### src/rtl/uart_rx_deserializer_if.sv
// Receive-side bundle between the serial line, the UART deserializer and its consumer.
// parity_error exists only when UART_RX_PARITY_EN is defined.
`timescale 1ns/1ps
interface uart_rx_deserializer_if;
    logic       rx;
    logic       uart_rx_valid;
    logic [7:0] receive_data;
    logic       frame_error;
    logic       rx_busy;
`ifdef UART_RX_PARITY_EN
    logic       parity_error;
`endif

    modport master (
        input  rx,
        output uart_rx_valid,
        output receive_data,
        output frame_error,
`ifdef UART_RX_PARITY_EN
        output parity_error,
`endif
        output rx_busy
    );

    modport slave (
        output rx,
        input  uart_rx_valid,
        input  receive_data,
        input  frame_error,
`ifdef UART_RX_PARITY_EN
        input  parity_error,
`endif
        input  rx_busy
    );
endinterface

### src/rtl/uart_rx_deserializer.sv
// 8N1 UART receiver: mid-bit sampling, framing-error detection, break hold-off.
// Optional even-parity bit (8E1) when UART_RX_PARITY_EN is defined.
`timescale 1ns/1ps
module uart_rx_deserializer #(
    parameter int CLKS_PER_BIT = 104,
    parameter int CNT_W        = $clog2(CLKS_PER_BIT)
) (
    input  logic                     clk,
    input  logic                     reset,
    uart_rx_deserializer_if.master   bus
);

    localparam logic [CNT_W-1:0] HALF_M1 = CNT_W'(CLKS_PER_BIT / 2 - 1);
    localparam logic [CNT_W-1:0] FULL_M1 = CNT_W'(CLKS_PER_BIT - 1);

    typedef enum logic [2:0] {
        ST_IDLE   = 3'd0,
        ST_START  = 3'd1,
        ST_DATA   = 3'd2,
`ifdef UART_RX_PARITY_EN
        ST_PARITY = 3'd3,
`endif
        ST_STOP   = 3'd4,
        ST_BREAK  = 3'd5
    } state_t;

    state_t           state_r;
    state_t           state_nxt_s;
    logic             sync1_r;
    logic             sync2_r;
    logic             rx_s;
    logic [CNT_W-1:0] cnt_r;
    logic [CNT_W-1:0] cnt_nxt_s;
    logic [2:0]       idx_r;
    logic [2:0]       idx_nxt_s;
    logic [7:0]       shift_r;
    logic [7:0]       shift_nxt_s;
    logic [7:0]       data_r;
    logic [7:0]       data_nxt_s;
    logic             valid_r;
    logic             valid_nxt_s;
    logic             ferr_r;
    logic             ferr_nxt_s;
    logic             busy_r;
    logic             full_s;
`ifdef UART_RX_PARITY_EN
    logic             par_bad_r;
    logic             par_bad_nxt_s;
    logic             perr_r;
    logic             perr_nxt_s;
`endif

    assign rx_s   = sync2_r;
    assign full_s = (cnt_r == FULL_M1);

    // Two-flop synchronizer for the asynchronous serial line; idles high.
    always_ff @(posedge clk or posedge reset) begin
        if (reset) begin
            sync1_r <= 1'b1;
            sync2_r <= 1'b1;
        end else begin
            sync1_r <= bus.rx;
            sync2_r <= sync1_r;
        end
    end

    // State register plus datapath and registered output flops.
    always_ff @(posedge clk or posedge reset) begin
        if (reset) begin
            state_r   <= ST_IDLE;
            cnt_r     <= '0;
            idx_r     <= 3'd0;
            shift_r   <= 8'h00;
            data_r    <= 8'h00;
            valid_r   <= 1'b0;
            ferr_r    <= 1'b0;
            busy_r    <= 1'b0;
`ifdef UART_RX_PARITY_EN
            par_bad_r <= 1'b0;
            perr_r    <= 1'b0;
`endif
        end else begin
            state_r   <= state_nxt_s;
            cnt_r     <= cnt_nxt_s;
            idx_r     <= idx_nxt_s;
            shift_r   <= shift_nxt_s;
            data_r    <= data_nxt_s;
            valid_r   <= valid_nxt_s;
            ferr_r    <= ferr_nxt_s;
            busy_r    <= (state_nxt_s != ST_IDLE);
`ifdef UART_RX_PARITY_EN
            par_bad_r <= par_bad_nxt_s;
            perr_r    <= perr_nxt_s;
`endif
        end
    end

    // Next-state decode; unknown encodings fall back to IDLE.
    always_comb begin
        state_nxt_s = ST_IDLE;
        case (state_r)
            ST_IDLE: begin
                if (!rx_s) state_nxt_s = ST_START;
                else       state_nxt_s = ST_IDLE;
            end
            ST_START: begin
                if (cnt_r == HALF_M1) state_nxt_s = rx_s ? ST_IDLE : ST_DATA;
                else                  state_nxt_s = ST_START;
            end
            ST_DATA: begin
`ifdef UART_RX_PARITY_EN
                if (full_s && (idx_r == 3'd7)) state_nxt_s = ST_PARITY;
`else
                if (full_s && (idx_r == 3'd7)) state_nxt_s = ST_STOP;
`endif
                else                           state_nxt_s = ST_DATA;
            end
`ifdef UART_RX_PARITY_EN
            ST_PARITY: begin
                if (full_s) state_nxt_s = ST_STOP;
                else        state_nxt_s = ST_PARITY;
            end
`endif
            ST_STOP: begin
                if (full_s) state_nxt_s = rx_s ? ST_IDLE : ST_BREAK;
                else        state_nxt_s = ST_STOP;
            end
            ST_BREAK: begin
                if (rx_s) state_nxt_s = ST_IDLE;
                else      state_nxt_s = ST_BREAK;
            end
            default: state_nxt_s = ST_IDLE;
        endcase
    end

    // Datapath and output-pulse decode for the current state.
    always_comb begin
        cnt_nxt_s     = '0;
        idx_nxt_s     = idx_r;
        shift_nxt_s   = shift_r;
        data_nxt_s    = data_r;
        valid_nxt_s   = 1'b0;
        ferr_nxt_s    = 1'b0;
`ifdef UART_RX_PARITY_EN
        par_bad_nxt_s = par_bad_r;
        perr_nxt_s    = 1'b0;
`endif
        case (state_r)
            ST_IDLE: begin
                idx_nxt_s = 3'd0;
`ifdef UART_RX_PARITY_EN
                par_bad_nxt_s = 1'b0;
`endif
            end
            ST_START: begin
                if (cnt_r == HALF_M1) idx_nxt_s = 3'd0;
                else                  cnt_nxt_s = cnt_r + 1'b1;
            end
            ST_DATA: begin
                if (full_s) begin
                    shift_nxt_s[idx_r] = rx_s;
                    idx_nxt_s          = idx_r + 3'd1;
                end else begin
                    cnt_nxt_s = cnt_r + 1'b1;
                end
            end
`ifdef UART_RX_PARITY_EN
            ST_PARITY: begin
                if (full_s) par_bad_nxt_s = rx_s ^ (^shift_r);
                else        cnt_nxt_s     = cnt_r + 1'b1;
            end
`endif
            ST_STOP: begin
                if (full_s) begin
                    if (!rx_s) begin
                        ferr_nxt_s = 1'b1;
`ifdef UART_RX_PARITY_EN
                    end else if (par_bad_r) begin
                        perr_nxt_s = 1'b1;
`endif
                    end else begin
                        valid_nxt_s = 1'b1;
                        data_nxt_s  = shift_r;
                    end
                end else begin
                    cnt_nxt_s = cnt_r + 1'b1;
                end
            end
            ST_BREAK: begin
                cnt_nxt_s = '0;
            end
            default: begin
                idx_nxt_s = 3'd0;
            end
        endcase
    end

    assign bus.uart_rx_valid = valid_r;
    assign bus.receive_data  = data_r;
    assign bus.frame_error   = ferr_r;
    assign bus.rx_busy       = busy_r;
`ifdef UART_RX_PARITY_EN
    assign bus.parity_error  = perr_r;
`endif

endmodule

### src/flat_wrapper.sv
// flat-port wrapper written by rule: the top's interface ports become plain ports
module uart_rx_deserializer_flat 
#(
    parameter int CLKS_PER_BIT = 104,
    parameter int CNT_W        = $clog2(CLKS_PER_BIT)
)
  (clk, reset, bus_rx, bus_uart_rx_valid, bus_receive_data, bus_frame_error, bus_rx_busy);
  uart_rx_deserializer_if bus_i ();
  input  logic clk;
  input  logic reset;
  input wire logic [$bits(bus_i.rx)-1:0] bus_rx;
  output wire logic [$bits(bus_i.uart_rx_valid)-1:0] bus_uart_rx_valid;
  output wire logic [$bits(bus_i.receive_data)-1:0] bus_receive_data;
  output wire logic [$bits(bus_i.frame_error)-1:0] bus_frame_error;
  output wire logic [$bits(bus_i.rx_busy)-1:0] bus_rx_busy;
  assign bus_i.rx = bus_rx;
  assign bus_uart_rx_valid = bus_i.uart_rx_valid;
  assign bus_receive_data = bus_i.receive_data;
  assign bus_frame_error = bus_i.frame_error;
  assign bus_rx_busy = bus_i.rx_busy;
  uart_rx_deserializer #(.CLKS_PER_BIT(CLKS_PER_BIT), .CNT_W(CNT_W)) u_core (.clk(clk), .reset(reset), .bus(bus_i));
endmodule
### config.mk
export PLATFORM = sky130hd
export DESIGN_NAME = uart_rx_deserializer_flat
export DESIGN_NICKNAME = d
export VERILOG_FILES = /design/src/rtl/uart_rx_deserializer_if.sv /design/src/rtl/uart_rx_deserializer.sv /design/src/flat_wrapper.sv
export SDC_FILE = /design/constraint.sdc
export NUM_CORES = 1
export LEC_CHECK = 0
export ABC_AREA = 0
export CAP_MARGIN = 15
export CORE_MARGIN = 8
export CORE_UTILIZATION = 40
export CTS_CLUSTER_SIZE = 8
export DETAILED_ROUTE_END_ITERATION = 7
export PLACE_DENSITY = 0.67
export SYNTH_ARGS = -nofsm -noshare
export SYNTH_HDL_FRONTEND = slang
export SYNTH_SLANG_ARGS = --single-unit
### constraint.sdc
create_clock -name clk -period 2.9 [get_ports clk]
set_input_delay 0.58 -clock clk [delete_from_list [all_inputs] [get_ports clk]]
set_output_delay 0.58 -clock clk [all_outputs]
set_load 0.005 [all_outputs]
== Word-level counts from Yosys, hierarchy flattened ==
Index checks and enable logic that the tools add are counted.

* Multiply operators: 0
* Div/mod/pow operators: 0
* $add $sub $neg: 2
* Bitwise logic cells: 1
* Reductions and logical operators: 9
* Magnitude comparators: 2
* Equal/unequal tests: 9
* Multiplexer cells: 22
* Shifts and indexed selects: 0

{| class="wikitable"
|+ Operators with widths
! cell !! number
|-
| 3-bit 2-to-1 mux || 6
|-
| 3-bit case mux with 5 select lines || 1
|-
| 7-bit 2-to-1 mux || 2
|-
| 7-bit case mux with 2 select lines || 1
|-
| 3-bit equality test (second input constant) || 3
|-
| 3-bit case mux with 3 select lines || 1
|-
| 8-bit bitwise mux || 1
|-
| 1-bit 2-to-1 mux || 8
|-
| 7-bit by 1-bit adder with 7-bit output (second input constant) || 1
|-
| 7-bit by 6-bit equality test with 1-bit output (second input constant) || 1
|-
| 7-bit equality test (second input constant) || 1
|-
| 3-bit AND reduction || 2
|-
| 3-bit by 4-bit less-than comparator with 1-bit output (second input constant) || 1
|-
| 2-bit by 1-bit inequality test with 1-bit output (second input constant) || 2
|-
| 2-bit OR reduction || 2
|-
| 3-bit by 1-bit adder with 3-bit output (second input constant) || 1
|-
| 1-bit demux with 3-bit select || 1
|-
| 3-bit by 1-bit equality test with 1-bit output (second input constant) || 1
|-
| 3-bit by 2-bit equality test with 1-bit output (second input constant) || 1
|-
| 3-bit by 1-bit >= comparator with 1-bit output (second input constant) || 1
|-
| 3-bit zero test || 1
|-
| 3-bit nonzero test || 1
|-
| 1-bit logical AND || 2
|-
| 2-bit 2-to-1 mux || 1
|-
| 2 further kinds || 2
|}

* Output and inout port bits: 11
* Word-level logic and storage cells: 55
* Memories kept: 0
* RAM bits: 0
* Latch bits: 0
* Input port bits: 3
* Flip-flop bits (word level): 34
* ROM bits: 0

== Longest topological paths before layout ==
* Word-level depth: 5
* Depth in mapped cells: 6
* Depth with buffers taken out: 6

== Worst setup path before layout ==
No wires, ideal clock.

* Path type: flip-flop to flip-flop
* From: register u_core.cnt_r[0]
* To: register u_core.shift_r[5]
* Period minus slack after synthesis: 1.634 ns
* Path buffers: 1
* Arrival time: 1.507 ns
* Data required time: 2.773 ns
* Stages on the path, launching flop included: 7
* Slack: 1.266 ns
* Library setup time: 0.127 ns
* Cell sequence: dfrtp_1 > ha_1 > and3b_1 > and3_1 > buf_4 > nand4b_1 > mux2_1

* Word-level cells in the longest chain between the ends: 2

{| class="wikitable"
|+ Ends and longest elaborated chain
! item !! line !! RTL
|-
| start: declaration || uart_rx_deserializer.sv:32 || <nowiki>logic [CNT_W-1:0] cnt_r;</nowiki>
|-
| start signal: assignment || uart_rx_deserializer.sv:84 || <nowiki>cnt_r <= cnt_nxt_s;</nowiki>
|-
| 7-bit equality test || uart_rx_deserializer.sv:54 || <nowiki>assign full_s = (cnt_r == FULL_M1);</nowiki>
|-
| 2-bit AND reduction (no source line) || -- ||
|-
| end signal: assignment || uart_rx_deserializer.sv:86 || <nowiki>shift_r <= shift_nxt_s;</nowiki>
|-
| end: declaration || uart_rx_deserializer.sv:36 || <nowiki>logic [7:0] shift_r;</nowiki>
|}

No other way between the ends.
A chain may end at the register's enable or synchronous reset.

== Worst setup path in the final report ==
* From: register u_core.cnt_r[0]
* To: register u_core.data_r[2], in the netlist u_core.bus.receive_data[2]

* Word-level cells in the longest chain between the ends: 2

{| class="wikitable"
|+ Ends and longest elaborated chain
! item !! line !! RTL
|-
| 7-bit equality test || uart_rx_deserializer.sv:54 ||
|-
| 3-bit AND reduction (no source line) || -- ||
|-
| end signal: assignment || uart_rx_deserializer.sv:87 || <nowiki>data_r <= data_nxt_s;</nowiki>
|-
| end: declaration || uart_rx_deserializer.sv:38 || <nowiki>logic [7:0] data_r;</nowiki>
|}

No other way between the ends.

==> results.yml <==
clocking:
  cts_setup_buffers: 0
  root_buffer: "clkbuf_8"
  clockBufferDepth: 2
  h-tree-depth: 2
  path_clk_slew_ps: 70
  ctsHoldBuffers: 0
  post_cts_resized: 0
  clock_latency_ps: 290
  cts_tree: "built"
  cts_made_buffers: 5
  cts_sinks: 34
logic_synthesis:
  synth_common_cells: "dfrtp_1 (32), mux2_2 (14), nor2_1 (9), nand3_1 (6), xor2_1 (5)"
  synth.top_cell.area_share_pct: 51.0
  synth_top_cell_by_area: "dfrtp_1"
  yosys-top-cells-area: "dfrtp_1 (51%), mux2_2 (10%), dfstp_2 (3.3%), xor2_1 (2.8%), ha_1 (2.4%)"
  synthesis.area_um2: 1570
  ys_async_sr_fraction_pct: 100
  synth_warnings: 0
  synth_ff_type: "dfrtp_1"
  synth.distinct_cells: 39
  avgSynthCellArea_um2: 12.4
  synth.most_common_cell: "dfrtp_1"
  synth_edf_count: 0
  synth-seq-cells: 34
  ys_seq_area_share_pct: 54.3
  synth_fp_nets: 133
  synth_cells: 127
power:
  power_frac_comb_pct: 1.5
  p_seq_share_pct: 52.2
  p_int_uw: 734
  power.leakage_nw: 0.838
  switchingPower_uw: 184
  power.density_nw_per_um2: 495
  irDropWorstVdd_v: 0.000283
  switching_share_pct: 20.1
  clkPwrFrac_pct: 46.3
worst_setup_path:
  regToRegSetupSlack_ps: 1090
  reg2reg_from: "u_core.cnt_r[0]"
  r2r_cells: 5
  reg2reg_to: "u_core.bus.receive_data[2]"
  critPathMaxFanout: 9
  startpoint_type: "flip-flop"
  crit_arrival_ps: 1980
  critPathRequiredTime_ps: 3070
  critPathKind: "reg2reg"
  setup.worst_path.end_class: "flip-flop"
place:
  portBuffers: 13
  placed_area_um2: 1740
  dpl.hpwl_mm: 2.06
  post-place-ws_ps: 1080
  place_congestion: 0.838
route:
  via_per_inst: 5.34
  drc: 0
  ant_nets: 0
  first_pass_iters: 4
  vias: 1025
  wl_mm: 2.80
  drt-wirelength-per-cell_um: 14.6
  drt-initial-drc-count: 30
global_route:
  grt_pass1_vias: 1076
  grt_overflow: 0
  antenna_found_initial: 0
  grt_max_degree: 16
  grt_usage_pct: 10.1
  grt_pass1_wl_mm: 4.87
timing:
  whs_ps: 357
  skew_ps: 6.26
  final_max_slew_viol_count: 0
  setup_tns_ps: 0
  worst_pin_slew_ps: 520
  max_freq_ghz: 0.554
  rsz0062_at_grt: "no"
  finalHoldViolCount: 0
  finalSetupViolations: 0
  post-route-min-period_ps: 1810
  maxSlewHeadroom_pct: 65.3
  fin_ws_ps: 1090
  finalCritPeriodShare_pct: 62.3
cells_and_area:
  areaGrowthSynthToFinish_pct: 18.0
  drive_above_1_share_pct: 20.8
  num-nets-final: 149
  fill_cells: 339
  final_area_um2: 1850
  n_antenna_cell: 0
die:
  num_rows: 22
  start_util_pct: 42.3
  die_x_um: 78.7
  ios: 14
  dieHeight_um: 78.7
  die-area_um2: 6190
  coreArea_um2: 3720
run_status:
  status: "finished clean"
run:
  drv_cap: 0
hold_path:
  min_path_cells: 0
  min-delay-start: "u_core.sync1_r"
  hold-path-endpoint: "u_core.rx_s"
  hold_class: "reg2reg"
how the worst max path moves through the flow:
stage	startpoint	to	slack, ps	depth (start not counted)
4_1_cts	u_core.cnt_r[0]	u_core.bus.receive_data[2]	1070	5
3_5_place_dp	u_core.cnt_r[0]	u_core.bus.receive_data[2]	1080	5
2_1_floorplan	u_core.cnt_r[0]	u_core.shift_r[5]	1270	6
5_1_grt	u_core.cnt_r[0]	u_core.bus.receive_data[2]	960	5
3_3_place_gp	u_core.idx_r[0]	u_core.bus.rx_busy	1160	6
6_report	u_core.cnt_r[0]	u_core.bus.receive_data[2]	1090	5
metal layers:
layer  part of all wire, %  vias to the layer above  routed length, µm  GRT usage, %
li1                      -                      490                  -             -
met5                     0                        -                  0             0
met3                   3.8                        7                106          2.62
met1                    44                      510               1230          10.7
met4                   3.6                        0                100          9.63
met2                    49                       18               1360          15.9
critical path: stages (launching register included):
cell,delay (ps)
dfrtp_1,380
ha_1,240
nand3b_1,180
nor2_1,260
nand3_2,280
mux2_2,360
placed cells by master, fill, tap and decap left out, types with 2 or more instances in the layout:
cell and n:
dfrtp_1 32, mux2_2 14, clkdlybuf4s50_1 13, nor2_1 9, nand3_1 6, xor2_1 5, clkbuf_8 5, and3_1 4
nand3b_1 3, mux2_1 3, inv_1 3, o21ai_0 3, ha_1 3, nand3_2 2, and3b_1 2, nand2_1 2
nand2b_1 2, nor3_1 2, o31ai_1 2, o311a_1 2, nor2b_1 2, o211ai_1 2, nand4b_1 2, a22o_1 2
clkinv_2 2, buf_4 2, dfstp_2 2
logic make-up after synthesis:
kind of cell,after synthesis,share of synthesized area [%]
xor+xnor,5,2.79
buf+inv,9,2.71
simple gates,46,19.4
compound gates,13,6.21
fa+ha+maj,3,2.39
mux,17,12.2
flops,34,54.3
power by group through the flow:
stage | clock network, mW | logic, mW | registers (mW)
2_1_floorplan | 0 | 0.00846 | 0.486
3_3_place_gp | 0 | 0.0137 | 0.488
3_5_place_dp | 0 | 0.0145 | 0.488
4_1_cts | 0.438 | 0.0146 | 0.479
5_1_grt | 0.454 | 0.0162 | 0.479
6_report | 0.425 | 0.0137 | 0.480
stage by stage:
step	std cells	utilization [%]	power, mW
2_1_floorplan	127	-	0.495
3_3_place_gp	184	46.9	0.502
3_5_place_dp	184	46.9	0.503
4_1_cts	192	49.9	0.932
5_1_grt	192	49.9	0.950
6_report	192	49.9	0.918
cell type report:
cell class / instances / area [µm²] / share of cell area, %
Multi-Input combinational cell: 84 / 674 / 36.4
Inverter: 3 / 11.3 / 0.608
Tap cell: 48 / 60.1 / 3.24
Clock buffer: 5 / 68.8 / 3.71
Timing Repair Buffer: 15 / 145 / 7.83
Sequential cell: 34 / 853 / 46.0
Clock inverter: 3 / 40.0 / 2.16
sequential cells by signal, indices dropped and copies added (netlist names):
| signal | flops |
|---|---|
| u_core.bus.receive_data | 8 |
| u_core.shift_r | 8 |
| u_core.cnt_r | 7 |
| u_core.idx_r | 3 |
| u_core.state_r | 3 |
| u_core.bus.frame_error | 1 |
| u_core.bus.rx_busy | 1 |
| u_core.bus.uart_rx_valid | 1 |
| u_core.rx_s | 1 |
| u_core.sync1_r | 1 |
(Power assumes the default switching activity.)
